**src/rtl/libv_deque_pkg.sv**
```systemverilog
// Shared command encodings and decode helpers for libv_deque.
package libv_deque_pkg;

    typedef enum logic [1:0] {
        PushFront = 2'd0,
        PopFront  = 2'd1,
        PushBack  = 2'd2,
        PopBack   = 2'd3
    } cmd_t;

    function automatic logic is_push(cmd_t c);
        return (c == PushFront) || (c == PushBack);
    endfunction

    function automatic logic is_front(cmd_t c);
        return (c == PushFront) || (c == PopFront);
    endfunction

endpackage

```
**src/rtl/libv_deque_ptr.sv**
```systemverilog
// Modulo-N up/down pointer; N need not be a power of two.
// Latency: ptr updates on the clock after inc/dec; ptr_m1 is combinational.
// Backpressure: none; the caller only pulses inc/dec for accepted commands.
module libv_deque_ptr #(
    parameter int N = 16
) (
    input  logic                 clk,
    input  logic                 rst,
    input  logic                 inc,
    input  logic                 dec,
    output logic [$clog2(N)-1:0] ptr,
    output logic [$clog2(N)-1:0] ptr_m1
);
    localparam int PW = $clog2(N);
    localparam logic [PW-1:0] LAST = PW'(N - 1);

    logic [PW-1:0] ptrP1;

    always_comb begin
        ptr_m1 = (ptr == '0)   ? LAST : ptr - PW'(1);
        ptrP1  = (ptr == LAST) ? '0   : ptr + PW'(1);
    end

    always_ff @(posedge clk) begin
        if (rst)
            ptr <= '0;
        else if (inc && !dec)
            ptr <= ptrP1;
        else if (dec && !inc)
            ptr <= ptr_m1;
    end

endmodule

```
**src/rtl/libv_deque.sv**
```systemverilog
// Double-ended queue, W-bit x N circular store. Optional peek ports: LIBV_DEQUE_PEEK_EN.
// Latency: pop data registered, out_vld one cycle after accept; flags update next cycle.
// Backpressure: in_accept drops for pushes when full and pops when empty; no out-side stall.
module libv_deque
    import libv_deque_pkg::*;
#(
    parameter int W = 32,
    parameter int N = 16
) (
    input  logic                   clk,
    input  logic                   rst,
    input  logic                   in_vld,
    input  logic [1:0]             in_cmd,
    input  logic [W-1:0]           in_dat,
    output logic                   in_accept,
    output logic                   out_vld,
    output logic [W-1:0]           out_dat,
    output logic                   full,
    output logic                   empty,
    output logic [$clog2(N+1)-1:0] cnt
`ifdef LIBV_DEQUE_PEEK_EN
    ,
    output logic                   peek_vld,
    output logic [W-1:0]           peek_front_dat,
    output logic [W-1:0]           peek_back_dat
`endif
);
    localparam int PW = $clog2(N);
    localparam int CW = $clog2(N + 1);
    localparam logic [CW-1:0] CNT_NEAR_FULL = CW'(N - 1);
    localparam logic [CW-1:0] CNT_ONE       = CW'(1);

    logic [W-1:0]  mem [N];
    logic [PW-1:0] frontPtr, frontM1, backPtr, backM1;
    logic [PW-1:0] wrIdx, rdIdx;
    cmd_t          cmd;
    logic          isPush, isFront, doPush, doPop;

    always_comb begin
        cmd       = cmd_t'(in_cmd);
        isPush    = is_push(cmd);
        isFront   = is_front(cmd);
        in_accept = in_vld && !rst && (isPush ? !full : !empty);
        doPush    = in_accept && isPush;
        doPop     = in_accept && !isPush;
        // Front pushes land one below front_ptr; back pops read one below back_ptr.
        wrIdx     = isFront ? frontM1  : backPtr;
        rdIdx     = isFront ? frontPtr : backM1;
    end

    libv_deque_ptr #(.N(N)) uFrontPtr (
        .clk    (clk),
        .rst    (rst),
        .inc    (doPop && isFront),
        .dec    (doPush && isFront),
        .ptr    (frontPtr),
        .ptr_m1 (frontM1)
    );

    libv_deque_ptr #(.N(N)) uBackPtr (
        .clk    (clk),
        .rst    (rst),
        .inc    (doPush && !isFront),
        .dec    (doPop && !isFront),
        .ptr    (backPtr),
        .ptr_m1 (backM1)
    );

    always_ff @(posedge clk) begin
        if (doPush)
            mem[wrIdx] <= in_dat;
    end

    always_ff @(posedge clk) begin
        if (rst) begin
            cnt     <= '0;
            full    <= 1'b0;
            empty   <= 1'b1;
            out_vld <= 1'b0;
            out_dat <= '0;
        end else begin
            out_vld <= doPop;
            if (doPop)
                out_dat <= mem[rdIdx];
            if (doPush) begin
                cnt   <= cnt + CW'(1);
                full  <= (cnt == CNT_NEAR_FULL);
                empty <= 1'b0;
            end else if (doPop) begin
                cnt   <= cnt - CW'(1);
                full  <= 1'b0;
                empty <= (cnt == CNT_ONE);
            end
        end
    end

`ifdef LIBV_DEQUE_PEEK_EN
    assign peek_vld       = !empty;
    assign peek_front_dat = mem[frontPtr];
    assign peek_back_dat  = mem[backM1];
`endif

endmodule

```
**config.mk**
```make
export PLATFORM = sky130hd
export DESIGN_NAME = libv_deque
export DESIGN_NICKNAME = d
export VERILOG_FILES = /design/src/rtl/libv_deque_pkg.sv /design/src/rtl/libv_deque_ptr.sv /design/src/rtl/libv_deque.sv
export SDC_FILE = /design/constraint.sdc
export NUM_CORES = 1
export LEC_CHECK = 0
export CORE_MARGIN = 3
export CORE_UTILIZATION = 55
export CTS_BUF_LIST = sky130_fd_sc_hd__clkbuf_16
export DETAILED_ROUTE_END_ITERATION = 8
export MAX_ROUTING_LAYER = met4
export PLACE_DENSITY = 0.76
export SYNTH_ARGS = -nofsm -noshare
export SYNTH_HDL_FRONTEND = slang
export SYNTH_SLANG_ARGS = --single-unit
```
**constraint.sdc**
```tcl
create_clock -name clk -period 3.6 [get_ports clk]
set_clock_uncertainty 0.2 [all_clocks]
set_input_delay 0.72 -clock clk [delete_from_list [all_inputs] [get_ports clk]]
set_output_delay 0.72 -clock clk [all_outputs]
set_load 0.05 [all_outputs]
```
==> metrics, run 1 <==
status completed; clock network power share 0.397; Synth Area in Adders 0.00572; GP Congestion around 0.82; post-synthesis xor/xnor area fraction 0.00280; kind of cell adding the most delay to the critical path compound AO/OA/AOI/OAI gates; switching pwr ~0.0029 W; Logic pwr share 0.074; Syn Nets between 1000 and 1500; routed len/inst 27.6 um; Flop pwr share 0.529; Final HPWL DP between 20 and 30 mm; most area-hungry cell type in the Yosys netlist edfxtp_1; reg2reg setup slack 0.37 ns; HP Start out_dat[20]; total grt overflow 0; worst path arrival time between 3 and 4 ns; vias per cell between 6 and 7; number of I/O pins between 70 and 80; final-report max-slew violation count 0; Leak about 8.5 nW; WP buf/inv 2; Post-Synth Simple-Gate Area 0.0380; cell area after synthesis 0.0219 mm2; Max Cap Violations 0; first-pass GRT wire length ~76 mm; VDD IR max between 400 and 500 uV; placed standard-cell area between 0.02 and 0.025 mm2; clk sink count 560; worst reg2reg path startpoint uBackPtr.ptr[0]; Reg area 0.0163 mm2; die area between 0.04 and 0.05 mm2; sw frac 0.214; worst-path cell chain inv_1 > ha_1 > or3b_1 > a31o_4 > buf_12 > a2111oi_0 > a211o_1 > a311oi_1; All-Layer GR Usage 0.255; finished layout cell area about 0.026 mm2; yosys warns 0; Starting Density 0.562; Synth top cells by count edfxtp_1 (512), mux4_2 (96), nor2_1 (64); hold depth 2; overall via count from detail_route ~12000; fmax 310 MHz; post-layout min period approximately 3.2 ns; Routed WL between 50 and 60 mm; fin util 0.660; CTS tree done; Hold Crit Endpoint out_dat[20]; FF+latch count, synth 560; max incr delay on CP 0.60 ns; largest family of logic cells by synthesized area multiplexers; ys async rst share 0; footprint of the multi-input gates ~0.0053 mm2; I/O Buffers 77; Core Area between 0.03 and 0.04 mm2; Slew headroom 0.144; Num CTS Buffers 54; first-pass iteration count of the detailed router 7; Power Density around 530 mW/mm2; Critical-path top delay cell a2111oi_0; synth-to-layout area growth 17.4%; clock latency on the worst-skew pair a little under 0.6 ns; fin nets about 1300; total negative setup slack 0 ns; Final setup violation count 0; # hold bufs at CTS 0; layout cells sized above 1 0.206; worst-case clock buffer depth 3; Die W between 200 and 250 um; htree depth 2; Final ANT Viol Nets 0; Yosys cell types 55; share of the synthesized area in the top cell type 0.703; Core Rows 72; die height slightly above 200 um; Fillers 2557; cell-internal power about 0.011 W; Root Driver clkbuf_16; compound-gate portion of the synthesized area 0.0695; CP endpoint kind flop; pin count of the biggest net entering global routing 48; FF-to-FF End out_dat[2]; Reg clk slew, reported paths 0.06 ns; RSZ-0062 raised after global routing false; initial antenna violation count 2; Mapped Cells 1164; startpoint class of the critical path flop; data required time of the worst path about 3.8 ns; mean post-synth cell area around 19 um2; post-synthesis mux area share 0.116; DRC Markers 0; top-count cell post-synth edfxtp_1; vias in the first global route around 12000; Worst Hold Class flop to flop; final hold violations 0; Synth area leaders edfxtp_1 (70%), mux4_2 (9.9%), dfxtp_1 (4.4%); Post-CTS Setup Bufs 0; final period utilization 0.896; initial drt markers around 1200; top_reg_cell synth edfxtp_1; Post-synth EDFFs 512; register area share after synthesis 0.747; Worst Path Max Fanout 36; Worst Max-Slew Pin Slew around 1.3 ns; Setup Crit Path Kind flop to flop; Worst R2R Path Depth 8; CTS resizes 0
-- power by group through the flow --
stage	Clock, W	Combinational [W]	Sequential (W)
after CTS	0.00548	0.00101	0.00718
after global placement	0	0.000978	0.00731
after floorplan	0	0.000570	0.00735
after global routing	0.00574	0.00107	0.00718
final	0.00540	0.00100	0.00718
after detailed placement	0	0.000997	0.00732
-- logic make-up (layout without fill, tap and decap cells) --
logic type      count (synthesis)  in the layout
fa+ha+maj                      10             10
flops                         560            560
compound gates                184            184
xor+xnor                        7              7
mux                           134            134
other cells                     0              2
simple gates                  177            177
buf+inv                        92            255
-- layout make-up --
type / count / share of cell area
Sequential cell: 560 / 0.636
Multi-Input combinational cell: 512 / 0.205
Inverter: 14 / 0.00205
Clock buffer: 55 / 0.0536
Tap cell: 518 / 0.0252
Timing Repair Buffer: 142 / 0.0648
Antenna cell: 2 / 0.000195
Clock inverter: 44 / 0.0124
-- registers in the layout, indices dropped and copies added, names as in the netlist --
| signal | flops |
|---|---|
| cnt | 5 |
| empty | 1 |
| full | 1 |
| mem | 512 |
| out_dat | 32 |
| out_vld | 1 |
| uBackPtr.ptr | 4 |
| uFrontPtr.ptr | 4 |
-- worst max-delay path by stage --
stage / start / endpoint / slack, ns / cells past startpoint
after floorplan: in_cmd[1] / mem[11][0] / -0.32 / 6
after global placement: in_cmd[1] / mem[3][4] / 0.05 / 8
after detailed placement: in_cmd[1] / mem[3][4] / 0.02 / 8
after CTS: uBackPtr.ptr[0] / out_dat[30] / 0.40 / 8
after global routing: uBackPtr.ptr[0] / out_dat[30] / 0.22 / 8
final: uBackPtr.ptr[0] / out_dat[2] / 0.37 / 8
-- worst min-delay path, stage by stage, from the launching register on --
cell and delay (ns):
dfxtp_1 0.31, nor2_1 0.10, a311oi_1 0.06
-- cell usage in the layout (no fill, tap or decap), types with 34 or more instances in the layout --
cell / count
nand2_1: 45
and3_1: 37
mux4_2: 96
clkbuf_16: 55
clkdlybuf4s50_1: 75
mux2i_1: 35
edfxtp_1: 512
a22oi_1: 34
nor2_1: 48
dfxtp_1: 48
-- routing by layer --
metal / routed length [um] / vias to the layer above / track usage
met5: 0 / - / -
li1: - / 5045 / -
met3: 4410 / 120 / 0.0503
met1: 19900 / 6118 / 0.341
met2: 25100 / 657 / 0.401
met4: 1520 / 0 / 0.0842
-- through the flow --
| stage | instances | worst slack, ns | hold WS (ns) | total power [W] |
|---|---|---|---|---|
| after floorplan | 1164 | -0.324 | 0.362 | 0.00792 |
| after global placement | 1746 | 0.0505 | 0.291 | 0.00829 |
| after detailed placement | 1746 | 0.0154 | 0.302 | 0.00831 |
| after CTS | 1845 | 0.401 | 0.310 | 0.0137 |
| after global routing | 1847 | 0.220 | 0.345 | 0.0140 |
| final | 1847 | 0.373 | 0.313 | 0.0136 |
Note: power is estimated with default switching activity, not from simulation.
==> inputs of run 2 (changes only) <==
--- a/config.mk
+++ b/config.mk
@@ -9,8 +9,10 @@
 export CORE_UTILIZATION = 55
 export CTS_BUF_LIST = sky130_fd_sc_hd__clkbuf_16
 export DETAILED_ROUTE_END_ITERATION = 8
+export GPL_TIMING_DRIVEN = 0
 export MAX_ROUTING_LAYER = met4
 export PLACE_DENSITY = 0.76
 export SYNTH_ARGS = -nofsm -noshare
 export SYNTH_HDL_FRONTEND = slang
+export SYNTH_HIERARCHICAL = 1
 export SYNTH_SLANG_ARGS = --single-unit
==> metrics, run 2 <==
htree depth 2 (unchanged); Mapped Cells 1153 (was 1164); worst path arrival time 3.68 ns (was 3.45 ns); first-pass iteration count of the detailed router 7 (unchanged); total grt overflow 0 (unchanged); initial drt markers 1368 (was 1167); vias per cell 6.51 (was 6.46); Routed WL 55.0 mm (was 50.9 mm); share of the synthesized area in the top cell type 0.709 (was 0.703); Worst Path Max Fanout 18 (was 36); Setup Crit Path Kind flop to flop (unchanged); routed len/inst 29.2 um (was 27.6 um); most common cell after layout, fill and taps aside edfxtp_1 (unchanged); Syn Nets 1200 (was 1211); Num CTS Buffers 54 (unchanged); Core Area 0.0388 mm2 (was 0.0389 mm2); top-count cell post-synth edfxtp_1 (unchanged); synth-to-layout area growth 18.3% (was 17.4%); DRC Markers 0 (unchanged); VDD IR max 386 uV (was 460 uV); Final setup violation count 0 (unchanged); post-layout min period 3.60 ns (was 3.23 ns); Root Driver clkbuf_16 (unchanged); register area share after synthesis 0.753 (was 0.747); die area 0.0419 mm2 (was 0.0422 mm2); RSZ-0062 raised after global routing true (was false); yosys warns 6 (was 0); startpoint class of the critical path flop (unchanged); CTS tree done (unchanged); Largest Register mem (unchanged); Largest register FFs 512 (unchanged); Leak 8.26 nW (was 8.49 nW); Power Density 549 mW/mm2 (was 529 mW/mm2); initial antenna violation count 3 (was 2); Fillers 2468 (was 2557); Final ANT Viol Nets 0 (unchanged); cell area after synthesis 0.0217 mm2 (was 0.0219 mm2); CP endpoint kind flop (unchanged); final-report max-slew violation count 0 (unchanged); overall via count from detail_route 12300 (was 11900); clock latency on the worst-skew pair 0.60 ns (was 0.58 ns); Most common cell on crit path nor2_1; leading registers by flop count mem: 512 flops, out_dat: 32 flops, cnt: 5 flops (unchanged); layout cells sized above 1 0.204 (was 0.206); Core Rows 72 (unchanged); worst-case clock buffer depth 3 (unchanged); final hold violations 0 (unchanged); worst-path cell chain inv_1 > ha_1 > nor2_1 > a211oi_1 > nand2_1 > nor2_1 > a31oi_1 > nor2_4 > buf_12 (was inv_1 > ha_1 > or3b_1 > a31o_4 > buf_12 > a2111oi_0 > a211o_1 > a311oi_1); placed standard-cell area 0.0236 mm2 (was 0.0240 mm2); most frequent cells in the layout edfxtp_1 (512), mux4_2 (100), nand2_1 (86), clkdlybuf4s50_1 (74) (was edfxtp_1 (512), mux4_2 (96), clkdlybuf4s50_1 (75), clkbuf_16 (55)); Post-synth EDFFs 512 (unchanged); Fin Hold WS 0.297 ns (was 0.313 ns); most area-hungry cell type in the Yosys netlist edfxtp_1 (unchanged); I/O Buffers 75 (was 77); Max Cap Violations 0 (unchanged); die height 205 um (about the same); vias in the first global route 12300 (was 12100); data required time of the worst path 3.68 ns (was 3.82 ns); ys async rst share 0 (unchanged); fmax 278 MHz (was 310 MHz); FF+latch count, synth 560 (unchanged); GP Congestion 0.870 (was 0.818); finished layout cell area 0.0257 mm2 (about the same); number of I/O pins 78 (unchanged); Reg clk slew, reported paths 0.06 ns (about the same); pin count of the biggest net entering global routing 25 (was 48); status completed (unchanged); final period utilization 0.999 (was 0.896); clk sink count 560 (unchanged); Worst Max-Slew Pin Slew 1.18 ns (was 1.28 ns); Final HPWL DP 33.1 mm (was 27.8 mm); fin nets 1364 (was 1331); fin util 0.661 (was 0.660); All-Layer GR Usage 0.274 (was 0.255); max incr delay on CP 0.75 ns (was 0.60 ns); Die W 205 um (about the same); Critical-path top delay cell a211oi_1 (was a2111oi_0); Slew headroom 0.210 (was 0.144); top_reg_cell synth edfxtp_1 (unchanged); Yosys cell types 53 (was 55); # hold bufs at CTS 0 (unchanged); Starting Density 0.559 (was 0.562); Synth top cells by count edfxtp_1 (512), mux4_2 (100), nand2_1 (87) (was edfxtp_1 (512), mux4_2 (96), nor2_1 (64)); Tot Pwr 0.0141 W (was 0.0136 W); Synth area leaders edfxtp_1 (71%), mux4_2 (10%), dfxtp_1 (4.4%) (was edfxtp_1 (70%), mux4_2 (9.9%), dfxtp_1 (4.4%)); Worst Hold Class flop to flop (unchanged); first-pass GRT wire length 79.9 mm (was 76.2 mm); mean post-synth cell area 18.8 um2 (about the same)
-- run 2: changes by cell type after synthesis, moves of 16 or more --
cell       delta
a211oi_1     +32
mux2i_1      -27
a221oi_1     +30
o2111ai_1    +16
a22oi_1      -16
nand2_1      +42
a2111oi_0    -31
and3_1       -33
nand3_1      +31
a311oi_1     -19
a211o_1      -32
-- run 2: power by group --
part	internal [W]	switching, W
Combinational	0.000426	0.000734
Clock	0.00334	0.00238
Sequential	0.00715	0.0000414
Total	0.0109	0.00316
-- run 2: kinds of logic (layout without fill, tap and decap cells) --
logic type,count (synthesis),in the layout,synth area share
AND/OR/NAND/NOR,227,228,0.0455
multiplexers,121,121,0.122
flip-flops,560,560,0.753
XOR/XNOR,8,8,0.00323
adder cells (fa/ha/maj),10,10,0.00577
buffers and inverters,84,292,0.0188
other,0,4,0
AO/OA/AOI/OAI,143,143,0.0520
-- run 2: worst max-delay path: cells and delay by family, from the launching register on --
family,cells,cell delay (ns)
buf+inv,2,0.39
compound gates,2,0.96
flops,1,0.42
simple gates,4,1.03
fa+ha+maj,1,0.25
-- run 2: cell type report --
type | instances | area (um2) | share of cell area
clock buffers | 55 | 1380 | 0.0536
well taps | 518 | 648 | 0.0252
diodes | 4 | 10.0 | 0.000390
flip-flops and latches | 560 | 16300 | 0.636
repair buffers | 107 | 1350 | 0.0527
multi-input cells | 510 | 5100 | 0.199
clock inverters | 46 | 419 | 0.0163
plain buffers | 62 | 338 | 0.0132
inverters | 22 | 82.6 | 0.00322
-- run 2: metrics by stage --
| stage | std cells | worst slack, ns | TNS, ns |
|---|---|---|---|
| 3_5_place_dp | 1764 | -0.972 | -352.53 |
| 2_1_floorplan | 1153 | -0.291 | -56.64 |
| 5_1_grt | 1883 | -0.0918 | -2.84 |
| 4_1_cts | 1868 | 0.0109 | 0 |
| 6_report | 1884 | 0.00194 | 0 |
| 3_3_place_gp | 1746 | -2.92 | -1063.13 |
-- run 2: worst paths after layout --
check	start	to	slack, ns	depth (start not counted)
worst max-delay path	uFrontPtr/ptr[0]	mem[13][1]	0.002	9
worst min-delay path	out_dat[16]	out_dat[16]	0.30	2
worst max register to register	uFrontPtr/ptr[0]	mem[13][1]	0.002	9
worst min register to register	out_dat[16]	out_dat[16]	0.30	2
-- run 2: per-layer routing --
layer	share of wire	track usage	routed length, um	up-vias
met5	0	-	0	-
met4	0.044	0.122	2430	0
met3	0.10	0.0499	5600	180
met2	0.49	0.428	27100	785
met1	0.36	0.357	19900	6246
li1	-	-	-	5058
-- run 2: what timing repair did --
action / 4_1_cts / 5_1_grt
cloned: 1 / 0
gates resized for setup: 6 / 27
pin swaps: 2 / 6
endpoints found under the setup margin: 343 / 146
setup buffers: 2 / 12
==> inputs of run 3 (changes only) <==
--- a/config.mk
+++ b/config.mk
@@ -5,7 +5,7 @@
 export SDC_FILE = /design/constraint.sdc
 export NUM_CORES = 1
 export LEC_CHECK = 0
-export CORE_MARGIN = 3
+export CORE_MARGIN = 1.5
 export CORE_UTILIZATION = 55
 export CTS_BUF_LIST = sky130_fd_sc_hd__clkbuf_16
 export DETAILED_ROUTE_END_ITERATION = 8
==> metrics, run 3 (synthesis results as in run 2) <==
clk sink count 560 (unchanged); htree depth 2 (unchanged); Levels on crit path 9 (unchanged); Largest register FFs 512 (unchanged); final hold violations 0 (unchanged); fmax 283 MHz (was 278 MHz); All-Layer GR Usage 0.276 (was 0.274); reg2reg setup slack 0.07 ns (was 0.002 ns); I/O Buffers 75 (unchanged); kind of cell adding the most delay to the critical path simple AND/OR/NAND/NOR gates (unchanged); Final HPWL DP 32.6 mm (was 33.1 mm); Power Density 537 mW/mm2 (was 549 mW/mm2); data required time of the worst path 3.70 ns (was 3.68 ns); Max Cap Violations 0 (unchanged); Slew headroom 0.235 (was 0.210); clock latency on the worst-skew pair 0.60 ns (about the same); number of I/O pins 78 (unchanged); GP Congestion 0.830 (was 0.870); initial antenna violation count 3 (unchanged); VDD IR max 355 uV (was 386 uV); Tot Pwr 0.0137 W (was 0.0141 W); CTS tree done (unchanged); Most common cell on crit path nand2_1 (was nor2_1); critical path launch point uFrontPtr/ptr[1] (was uFrontPtr/ptr[0]); Fin Hold WS 0.308 ns (was 0.297 ns); Final ANT Viol Nets 0 (unchanged); vias in the first global route 12300 (about the same); die area 0.0407 mm2 (was 0.0419 mm2); Reg clk slew, reported paths 0.06 ns (about the same); crit path capture mem[11][23] (was mem[13][1]); first-pass GRT wire length 78.1 mm (was 79.9 mm); most common cell after layout, fill and taps aside edfxtp_1 (unchanged); worst-path cell chain inv_1 > ha_1 > or3b_1 > nand2_1 > nand2_1 > o21ai_0 > nand2_2 > nor2_4 > buf_16 (was inv_1 > ha_1 > nor2_1 > a211oi_1 > nand2_1 > nor2_1 > a31oi_1 > nor2_4 > buf_12); most frequent cells in the layout edfxtp_1 (512), mux4_2 (100), nand2_1 (86), clkdlybuf4s50_1 (73), nor2_1 (55) (was edfxtp_1 (512), mux4_2 (100), nand2_1 (86), clkdlybuf4s50_1 (74)); Largest Register mem (unchanged); Critical-path top delay cell nor2_4 (was a211oi_1); Leak 8.25 nW (was 8.26 nW); initial drt markers 1601 (was 1368); first-pass iteration count of the detailed router 5 (was 7); max incr delay on CP 0.85 ns (was 0.75 ns); die height 202 um (was 205 um); WP buf/inv 2 (unchanged); leading registers by flop count mem: 512 flops, out_dat: 32 flops, cnt: 5 flops (unchanged); Worst Max-Slew Pin Slew 1.12 ns (was 1.18 ns); Die W 202 um (was 205 um); Core Rows 72 (unchanged); Worst R2R Path Depth 9 (unchanged); final period utilization 0.981 (was 0.999); CP endpoint kind flop (unchanged); HP Start out_dat[20] (was out_dat[16]); total grt overflow 0 (unchanged); Core Area 0.0388 mm2 (unchanged); Final setup violation count 0 (unchanged); pin count of the biggest net entering global routing 23 (was 25); worst reg2reg path startpoint uFrontPtr/ptr[1] (was uFrontPtr/ptr[0]); DRC Markers 0 (unchanged); Worst Path Max Fanout 20 (was 18); synth-to-layout area growth 17.8% (was 18.3%); Root Driver clkbuf_16 (unchanged); fin nets 1364 (unchanged); routed len/inst 28.8 um (was 29.2 um); Worst Hold Class flop to flop (unchanged); layout cells sized above 1 0.199 (was 0.204); worst path arrival time 3.63 ns (was 3.68 ns); post-layout min period 3.53 ns (was 3.60 ns); post-place setup slack -1.12 ns (was -0.972 ns); startpoint class of the critical path flop (unchanged); Routed WL 54.3 mm (was 55.0 mm); Final WS setup 0.0683 ns (was 0.00194 ns); final-report max-slew violation count 0 (unchanged); total negative setup slack 0 ns (unchanged); Starting Density 0.559 (unchanged); FF-to-FF End mem[11][23] (was mem[13][1]); Num CTS Buffers 54 (unchanged); worst-case clock buffer depth 3 (unchanged); status completed (unchanged); fin util 0.658 (was 0.661); vias per cell 6.44 (was 6.51); overall via count from detail_route 12100 (was 12300); Setup Crit Path Kind flop to flop (unchanged)
==> run 3: changes by cell type in the layout (fill, tap and decap cells not counted), moves of 2 or more <==
| cell | before | now |
|---|---|---|
| clkbuf_2 | 12 | 10 |
| clkinv_1 | 17 | 13 |
| inv_1 | 30 | 38 |
| bufinv_16 | 8 | 4 |
| buf_12 | 15 | 12 |
| buf_4 | 13 | 16 |
| clkinv_8 | 0 | 2 |
==> run 3: tightest hold or removal path: cells and delay by family, from the launching register on <==
kind            cells  cell delay (ns)
flops               1             0.31
simple gates        1             0.10
compound gates      1             0.05
==> run 3: layout make-up <==
| type | instances | area [um2] |
|---|---|---|
| diodes | 3 | 7.51 |
| plain buffers | 62 | 339 |
| clock buffers | 54 | 1350 |
| clock inverters | 46 | 330 |
| fillers | 2478 | 13300 |
| inverters | 22 | 82.6 |
| multi-input cells | 509 | 5110 |
| flip-flops and latches | 560 | 16300 |
| well taps | 518 | 648 |
| repair buffers | 108 | 1350 |
==> run 3: worst min-delay path by stage <==
stage / to / cells past startpoint
2_1_floorplan: uBackPtr/ptr[3] / 2
6_report: out_dat[20] / 2
5_1_grt: out_dat[4] / 2
3_5_place_dp: out_dat[29] / 2
3_3_place_gp: out_dat[20] / 2
4_1_cts: out_dat[29] / 2
==> run 3: stage by stage <==
step / std cells / cell area (um2)
after global routing: 1882 / 25600
after detailed placement: 1762 / 23600
after global placement: 1746 / 23100
after floorplan: 1153 / 21700
after CTS: 1867 / 25400
final: 1882 / 25600
==> run 3: per-layer routing <==
metal,wire [um],part of all wire,up-vias,track usage
met4,2190,0.040,0,0.105
met5,0,0,-,-
met3,5110,0.094,162,0.0562
met2,26700,0.49,768,0.435
met1,20300,0.37,6147,0.358
li1,-,-,5041,-
==> run 3: timing repair <==
| item | in CTS | in global routing |
|---|---|---|
| setup buffers | 5 | 12 |
| endpoints found under the hold margin | 0 | 0 |
| setup endpoints to repair | 354 | 121 |
| pin swaps | 2 | 4 |
| cloned | 0 | 0 |
| resized for setup | 5 | 27 |
| hold buffers | 0 | 0 |
==> run 3: where the power goes <==
| part | internal, W | leakage (nW) | total, W | switching, W |
|---|---|---|---|---|
| Combinational | 0.000424 | 2.37 | 0.00116 | 0.000732 |
| Sequential | 0.00715 | 5.00 | 0.00719 | 0.0000411 |
| Clock | 0.00301 | 0.882 | 0.00538 | 0.00236 |
